==> config.mk <==
export PLATFORM = sky130hd
export DESIGN_NAME = register_en_clr
export DESIGN_NICKNAME = d
export VERILOG_FILES = /design/src/rtl/register_en_clr.sv
export SDC_FILE = /design/constraint.sdc
export NUM_CORES = 1
export LEC_CHECK = 0
export BUFFER_PORTS_ARGS = -buffer_cell sky130_fd_sc_hd__clkbuf_2
export CAP_MARGIN = 40
export CORE_ASPECT_RATIO = 0.5
export CORE_MARGIN = 3
export CORE_UTILIZATION = 42
export DETAILED_ROUTE_END_ITERATION = 16
export PLACE_DENSITY = 0.79
export SYNTH_ARGS = -nofsm -noshare
export SYNTH_HDL_FRONTEND = slang
export SYNTH_SLANG_ARGS = --single-unit
==> constraint.sdc <==
create_clock -name clk -period 0.9 [get_ports clk]
set_input_delay 0.09 -clock clk [delete_from_list [all_inputs] [get_ports clk]]
set_output_delay 0.09 -clock clk [all_outputs]
set_load 0.01 [all_outputs]
==> src/rtl/register_en_clr.sv <==
// D register with synchronous reset, synchronous clear and load enable.
// Latency 1 cycle (D -> Q); no backpressure, Q is driven straight from the flop.
module register_en_clr #(
  parameter int               WIDTH     = 32,
  parameter logic [WIDTH-1:0] RESET_VAL = '0
) (
  input  logic             clk,
  input  logic             rst_l,
  input  logic             en,
  input  logic             clear,
  input  logic [WIDTH-1:0] D,
  output logic [WIDTH-1:0] Q
);

  // rst_l is asserted high despite its name; reset beats flush, flush beats load.
  always_ff @(posedge clk) begin
    if (rst_l) begin
      Q <= RESET_VAL;
    end else if (clear) begin
      Q <= '0;
    end else if (en) begin
      Q <= D;
    end
  end

endmodule

Yosys cells after proc, flatten, opt, wreduce, memory -nomap -nowiden. Cells that the tools add are included.

Register bits: 32. Output and inout port bits: 32. Word-level logic and storage cells: 2.

Reductions and logical operators: 1.

Operator list (count): $reduce_or 2->1 (1).

Depth between registers and ports, before layout. Gate-level depths: netlist of the first run.

Depth in word-level cells: 1. Mapped depth: 4.

Worst setup path before layout of the first run. No wires, ideal clock.

Path type: input-to-reg. From: input en. To: register Q[0]. Setup time: 0.114 ns. Data arrival time: 0.618 ns. Required time: 0.786 ns. Path slack: 0.167 ns. Stages: 4. Cell sequence: buf_4 -> buf_4 -> mux2i_1 -> nor2_1.

RTL lines: start, declared (RTL line 9) `input logic en,`; end signal, assigned (RTL line 18) `Q <= RESET_VAL;`; end signal, assigned (RTL line 20) `Q <= '0;`; end signal, assigned (RTL line 22) `Q <= D;`; end, declared (RTL line 12) `output logic [WIDTH-1:0] Q`.

Worst setup path in the final report of the first run.
From: register Q[8]. To: output Q[8].

No word-level cell between the ends.

==> results of run 1 <==
[routing by layer]
metal / track usage / up-vias / part of all wire
met5: 0 / - / 0
met1: 0.1648 / 425 / 0.42
met4: 0.08081 / 0 / 0.014
met2: 0.2434 / 35 / 0.49
met3: 0.05720 / 5 / 0.070
li1: - / 481 / -
[layout by cell type, fill, tap and decap left out]
| cell | netlist | final |
|---|---|---|
| clkbuf_2 | 1 | 67 |
| mux2i_1 | 32 | 32 |
| nor2_1 | 32 | 32 |
| dfxtp_1 | 32 | 31 |
| clkbuf_8 | 0 | 5 |
| buf_12 | 0 | 3 |
| dfxtp_2 | 0 | 1 |
| or2_1 | 1 | 1 |
| clkbuf_1 | 0 | 1 |
| bufinv_16 | 0 | 1 |
| clkinv_2 | 0 | 1 |
[final cells by class]
cell class / count / area (um2) / share of cell area
Tap cell: 35 / 43.79 / 0.02678
Multi-Input combinational cell: 65 / 446.7 / 0.2731
Sequential cell: 32 / 641.9 / 0.3925
Clock inverter: 2 / 35.03 / 0.02142
Timing Repair Buffer: 70 / 395.4 / 0.2418
Clock buffer: 6 / 72.57 / 0.04438
[power breakdown]
| group | internal [mW] | total (mW) | switching [mW] |
|---|---|---|---|
| Combinational | 0.180 | 0.333 | 0.153 |
| Sequential | 1.46 | 1.49 | 0.0236 |
| Clock | 0.821 | 1.32 | 0.502 |
[repair_timing]
item | CTS | global route
setup buffers | 0 | 0
endpoints found under the setup margin | 0 | 1
resized for setup | 0 | 1
[kinds of logic (layout without fill, tap and decap cells)]
logic type,after synthesis,in the layout,synth area share
AND/OR/NAND/NOR,33,33,0.1093
multiplexers,32,32,0.2771
flip-flops,32,32,0.5541
buffers and inverters,8,78,0.05952
[worst paths after layout]
kind | startpoint | to | cells after the start
worst max-delay path | Q[8]$_SDFFE_PP0P_ | Q[8] | 1
worst min-delay path | D[29] | Q[29]$_SDFFE_PP0P_ | 3
worst max register to register | Q[8]$_SDFFE_PP0P_ | Q[8]$_SDFFE_PP0P_ | 2
worst min register to register | Q[3]$_SDFFE_PP0P_ | Q[3]$_SDFFE_PP0P_ | 2
==> results.py, run 1 <==
metrics = {
    "run_status": {
        "status": "finished, final reports clean",
    },
    "floorplan": {
        "fp.dieW_um": 80.20,
        "start_util": 0.4813,
        "core_um2": 2402,
        "fp.dieH_um": 43.10,
        "ioPinCount": 68,
        "placementRows": 12,
        "floorplan.die_area_um2": 3456,
    },
    "timing": {
        "fin_crit_sh": 0.9495,
        "hold_viol": 0,
        "max_freq_ghz": 1.170,
        "layout_min_cycle_time_ns": 0.8546,
        "slew_headroom": 0.8957,
        "finClkSkew_ns": 0,
        "setup_viol": 0,
        "worst_pin_slew_ns": 0.1522,
        "drv_slew": 0,
        "timing.final.ws_setup_ns": 0.04542,
        "hold_slack_ns": 0.04066,
        "rsz0062_at_grt": "false",
        "setup_tns_ns": 0,
    },
    "global_routing": {
        "overflow": 0,
        "first_global_vias": 893,
        "grt_pass1_wl_um": 3850,
        "antenna_found_initial": 0,
        "grt_max_degree": 33,
        "grt_usage": 0.1477,
    },
    "power_and_ir_drop": {
        "total_power_mw": 3.143,
        "leakage_nw": 0.8672,
        "vdd_drop_max_uv": 1132,
        "pwr_density_cell_nw_per_um2": 1922,
    },
    "clocking": {
        "cts.reportedPaths.clkPinSlew_ns": 0.07,
        "cts.htree.levels": 2,
        "numCtsBuffers": 5,
        "clock_latency_ns": 0.28,
        "cts.sinks": 32,
        "cts_tree": "yes",
        "hold_buffers": 0,
        "cts_root_buf": "clkbuf_8",
        "cts_buffer_depth": 2,
    },
    "placement": {
        "postPlaceCellArea_um2": 1526,
        "gp_congestion": 0.6818,
        "io_buffers": 67,
        "placed_cells": 202,
        "hpwl_um": 1826,
        "pre_cts_ws_ns": 0.07410,
    },
    "yosys": {
        "ys_async_sr_fraction": 0,
        "synth_commonest_cells": "dfxtp_1, mux2i_1, nor2_1",
        "ys_seq_elements": 32,
        "synth_edf_count": 0,
        "postSynthCellCount": 105,
        "synth_flop_cell": "dfxtp_1",
        "yosysUniqueCellTypes": 7,
        "synth_nets": 141,
        "yosysWarnings": 0,
        "yosys.area.top_type": "dfxtp_1",
        "synthesis.area_um2": 1156,
        "yosys-top-cells-area": "dfxtp_1, mux2i_1, nor2_1",
        "ys_seq_area_frac": 0.5541,
        "syn_avg_cell_area_um2": 11.01,
        "synth_top_area_share": 0.5541,
    },
    "critical_path": {
        "critPathKind": "flop to output port",
        "endpoint_kind": "output port",
        "path_max_fanout": 2,
        "cp.required_ns": 0.81,
        "crit_arrival_ns": 0.76,
        "critPathBufInv": 1,
        "slowest_stage": "dfxtp_1",
        "ff2ff_setup_slack_ns": 0.28,
        "start_kind": "flop",
        "crit_chain": "clkbuf_2",
        "slowest_delay_ns": 0.34,
        "path_delay_family": "flip-flops",
    },
    "cells_and_area": {
        "fillers": 200,
        "fin_util": 0.6807,
        "area_growth_pct": 41.45,
        "largest_reg_flops": 32,
        "top_register": "Q",
        "instances_no_fill": 210,
        "diodes": 0,
        "drive_gt1_frac": 0.4457,
        "final_nets": 210,
        "final_design_area_no_fill_um2": 1635,
        "reg.largest.list": "Q: 32 flops",
    },
    "routing": {
        "via_count": 946,
        "drt_wl_total_um": 2425,
        "wl_per_cell_um": 11.55,
        "drc": 0,
        "firstDrtPassIters": 2,
        "first_iter_violations": 14,
        "routed_via_density": 4.505,
        "drtAntennaViolNets": 0,
    },
    "hold_path": {
        "hp-class": "primary input to flop",
    },
    "job": {
        "cap_viol_max_count": 0,
    },
}
Power figures use the tool's default switching activity.
==> run 2: changes to the inputs <==
Settings changed: BUFFER_PORTS_ARGS -buffer_cell sky130_fd_sc_hd__clkbuf_2 to unset, CORE_ASPECT_RATIO 0.5 to unset, CORE_UTILIZATION 42 to 61, DONT_BUFFER_PORTS set to 1, PLACE_DENSITY 0.79 to 0.78, SETUP_SLACK_MARGIN set to 0.5.
Clock period 0.9 ns to 1 ns, I/O delays scaled along.
==> run 2 against run 1 <==
The run now ends with negative hold slack left; cell count shrank 38%; global-route usage increased by 1.8 points; first-iteration DRC count fell by 71%; sequential cell count did not move; sequential share of layout area up 16 points.
==> results.py, run 2 (same netlist as run 1, synthesis figures left out) <==
metrics = {
    "run_status": {
        "status": "complete, but fails checks",
        "violations": "negative hold slack",
    },
    "floorplan": {
        "start_util": 0.6553,
        "fp.dieW_um": 49.54,
        "placementRows": 15,
        "fp.dieH_um": 49.54,
        "floorplan.die_area_um2": 2454,
        "ioPinCount": 68,
        "core_um2": 1764,
    },
    "routing": {
        "first_iter_violations": 4,
        "drtAntennaViolNets": 0,
        "drc": 0,
        "firstDrtPassIters": 4,
        "wl_per_cell_um": 15.17,
        "drt_wl_total_um": 1987,
        "routed_via_density": 5.321,
        "via_count": 697,
    },
    "cells_and_area": {
        "area_growth_pct": 8.117,
        "reg.largest.list": "Q: 32 flops",
        "final_nets": 141,
        "diodes": 0,
        "largest_reg_flops": 32,
        "top_register": "Q",
        "final_cell_mix": "mux2i_1, nor2_1, dfxtp_2, clkbuf_4, dfxtp_4",
        "drive_gt1_frac": 0.3774,
    },
    "timing": {
        "hold_slack_ns": -0.08248,
        "slew_headroom": 0.8025,
        "max_freq_ghz": 1.235,
        "rsz0062_at_grt": "true",
        "drv_slew": 0,
        "worst_pin_slew_ns": 0.2962,
        "finClkSkew_ns": 0,
        "fin_crit_sh": 0.8098,
        "setup_viol": 0,
        "layout_min_cycle_time_ns": 0.8098,
        "hold_viol": 32,
        "setup_tns_ns": 0,
    },
    "critical_path": {
        "r2r_start": "Q[17]$_SDFFE_PP0P_",
        "ff2ff_setup_slack_ns": 0.30,
        "r2r_end": "Q[17]$_SDFFE_PP0P_",
        "path_max_fanout": 2,
        "endpoint_kind": "output port",
        "crit_arrival_ns": 0.71,
        "critPathKind": "flop to output port",
        "start_kind": "flop",
        "worstRegToRegCells": 2,
        "cp.depth": 0,
        "cp.required_ns": 0.90,
    },
    "global_routing": {
        "grt_usage": 0.1656,
        "met1_usage": 0.1404,
        "antenna_found_initial": 0,
        "met2_usage": 0.3106,
        "overflow": 0,
        "top_usage_layer": "met2",
        "first_global_vias": 706,
        "grt_max_degree": 33,
        "grt_pass1_wl_um": 3063,
        "grtUsageMet3": 0.09970,
    },
    "clocking": {
        "cts.reportedPaths.clkPinSlew_ns": 0.10,
        "cts.sinks": 32,
        "cts_tree": "yes",
        "cts_buffer_depth": 2,
        "numCtsBuffers": 5,
        "clock_latency_ns": 0.32,
        "cts.htree.levels": 2,
        "cts_root_buf": "clkbuf_4",
    },
    "power_and_ir_drop": {
        "intPower_mw": 1.912,
        "combPwrFrac": 0.049,
        "pwr_density_cell_nw_per_um2": 1941,
        "clkPwrFrac": 0.388,
        "p_sw_mw": 0.5144,
        "swShare": 0.2120,
        "leakage_nw": 0.5529,
        "seq_power_share": 0.563,
        "vdd_drop_max_uv": 1218,
    },
    "hold_path": {
        "min_to": "Q[15]$_SDFFE_PP0P_",
        "hp-class": "primary input to flop",
        "holdPathStages": 2,
        "min_from": "D[15]",
    },
    "placement": {
        "io_buffers": 0,
        "hpwl_um": 1359,
        "gp_congestion": 0.5702,
    },
    "job": {
        "cap_viol_max_count": 0,
    },
}
run 2: cell types whose count changed in the layout (fill, tap and decap cells not counted):
cell      previous run  this run
buf_4                0         1
clkbuf_4             0         5
clkbuf_8             5         0
buf_12               3         0
dfxtp_1             31         0
clkbuf_2            67         0
dfxtp_4              0         3
dfxtp_2              1        29
run 2: area by class of cell:
| cell class | instances | area (um2) |
|---|---|---|
| Sequential cell | 32 | 688.2 |
| Fill cell | 148 | 514.2 |
| Multi-Input combinational cell | 65 | 446.7 |
| Clock buffer | 6 | 41.29 |
| Clock inverter | 2 | 35.03 |
| Tap cell | 25 | 31.28 |
| Timing Repair Buffer | 1 | 7.507 |
run 2: stage by stage:
| step | setup slack (ns) | std cells | total power, mW | instance area, um2 | utilization |
|---|---|---|---|---|---|
| 3_3_place_gp | 0.2941 | 123 | 1.506 | 1129 | 0.6397 |
| 2_1_floorplan | 0.2877 | 105 | 1.554 | 1194 | - |
| 6_report | 0.1902 | 131 | 2.426 | 1250 | 0.7085 |
| 4_1_cts | 0.1944 | 131 | 2.433 | 1242 | 0.7043 |
| 3_5_place_dp | 0.2565 | 123 | 1.513 | 1129 | 0.6397 |
| 5_1_grt | 0.1499 | 131 | 2.523 | 1250 | 0.7085 |
run 2: how the worst max path moves through the flow:
stage	from	to
floorplan	clear	Q[0]$_SDFFE_PP0P_
global placement	clear	Q[29]$_SDFFE_PP0P_
detailed placement	clear	Q[2]$_SDFFE_PP0P_
CTS	Q[7]$_SDFFE_PP0P_	Q[7]
global route	Q[17]$_SDFFE_PP0P_	Q[17]
finish	Q[17]$_SDFFE_PP0P_	Q[17]
run 2: repair_timing:
| action | CTS | global route |
|---|---|---|
| gates resized for setup | 30 | 3 |
| pin swaps | 32 | 3 |
| hold endpoints to repair | 32 | 32 |
| setup endpoints to repair | 64 | 64 |
| setup buffers | 0 | 0 |
run 2: routing by layer:
layer  wire, um  up-vias
met3        236        2
met1        733      308
met4         13        0
li1           -      347
met5          0        -
met2       1003       40
run 2: power by group through the flow:
| stage | combinational [mW] | clock, mW | sequential, mW |
|---|---|---|---|
| 5_1_grt | 0.134 | 1.02 | 1.37 |
| 4_1_cts | 0.120 | 0.941 | 1.37 |
| 3_3_place_gp | 0.113 | 0 | 1.39 |
| 3_5_place_dp | 0.120 | 0 | 1.39 |
| 2_1_floorplan | 0.168 | 0 | 1.39 |
| 6_report | 0.118 | 0.943 | 1.37 |
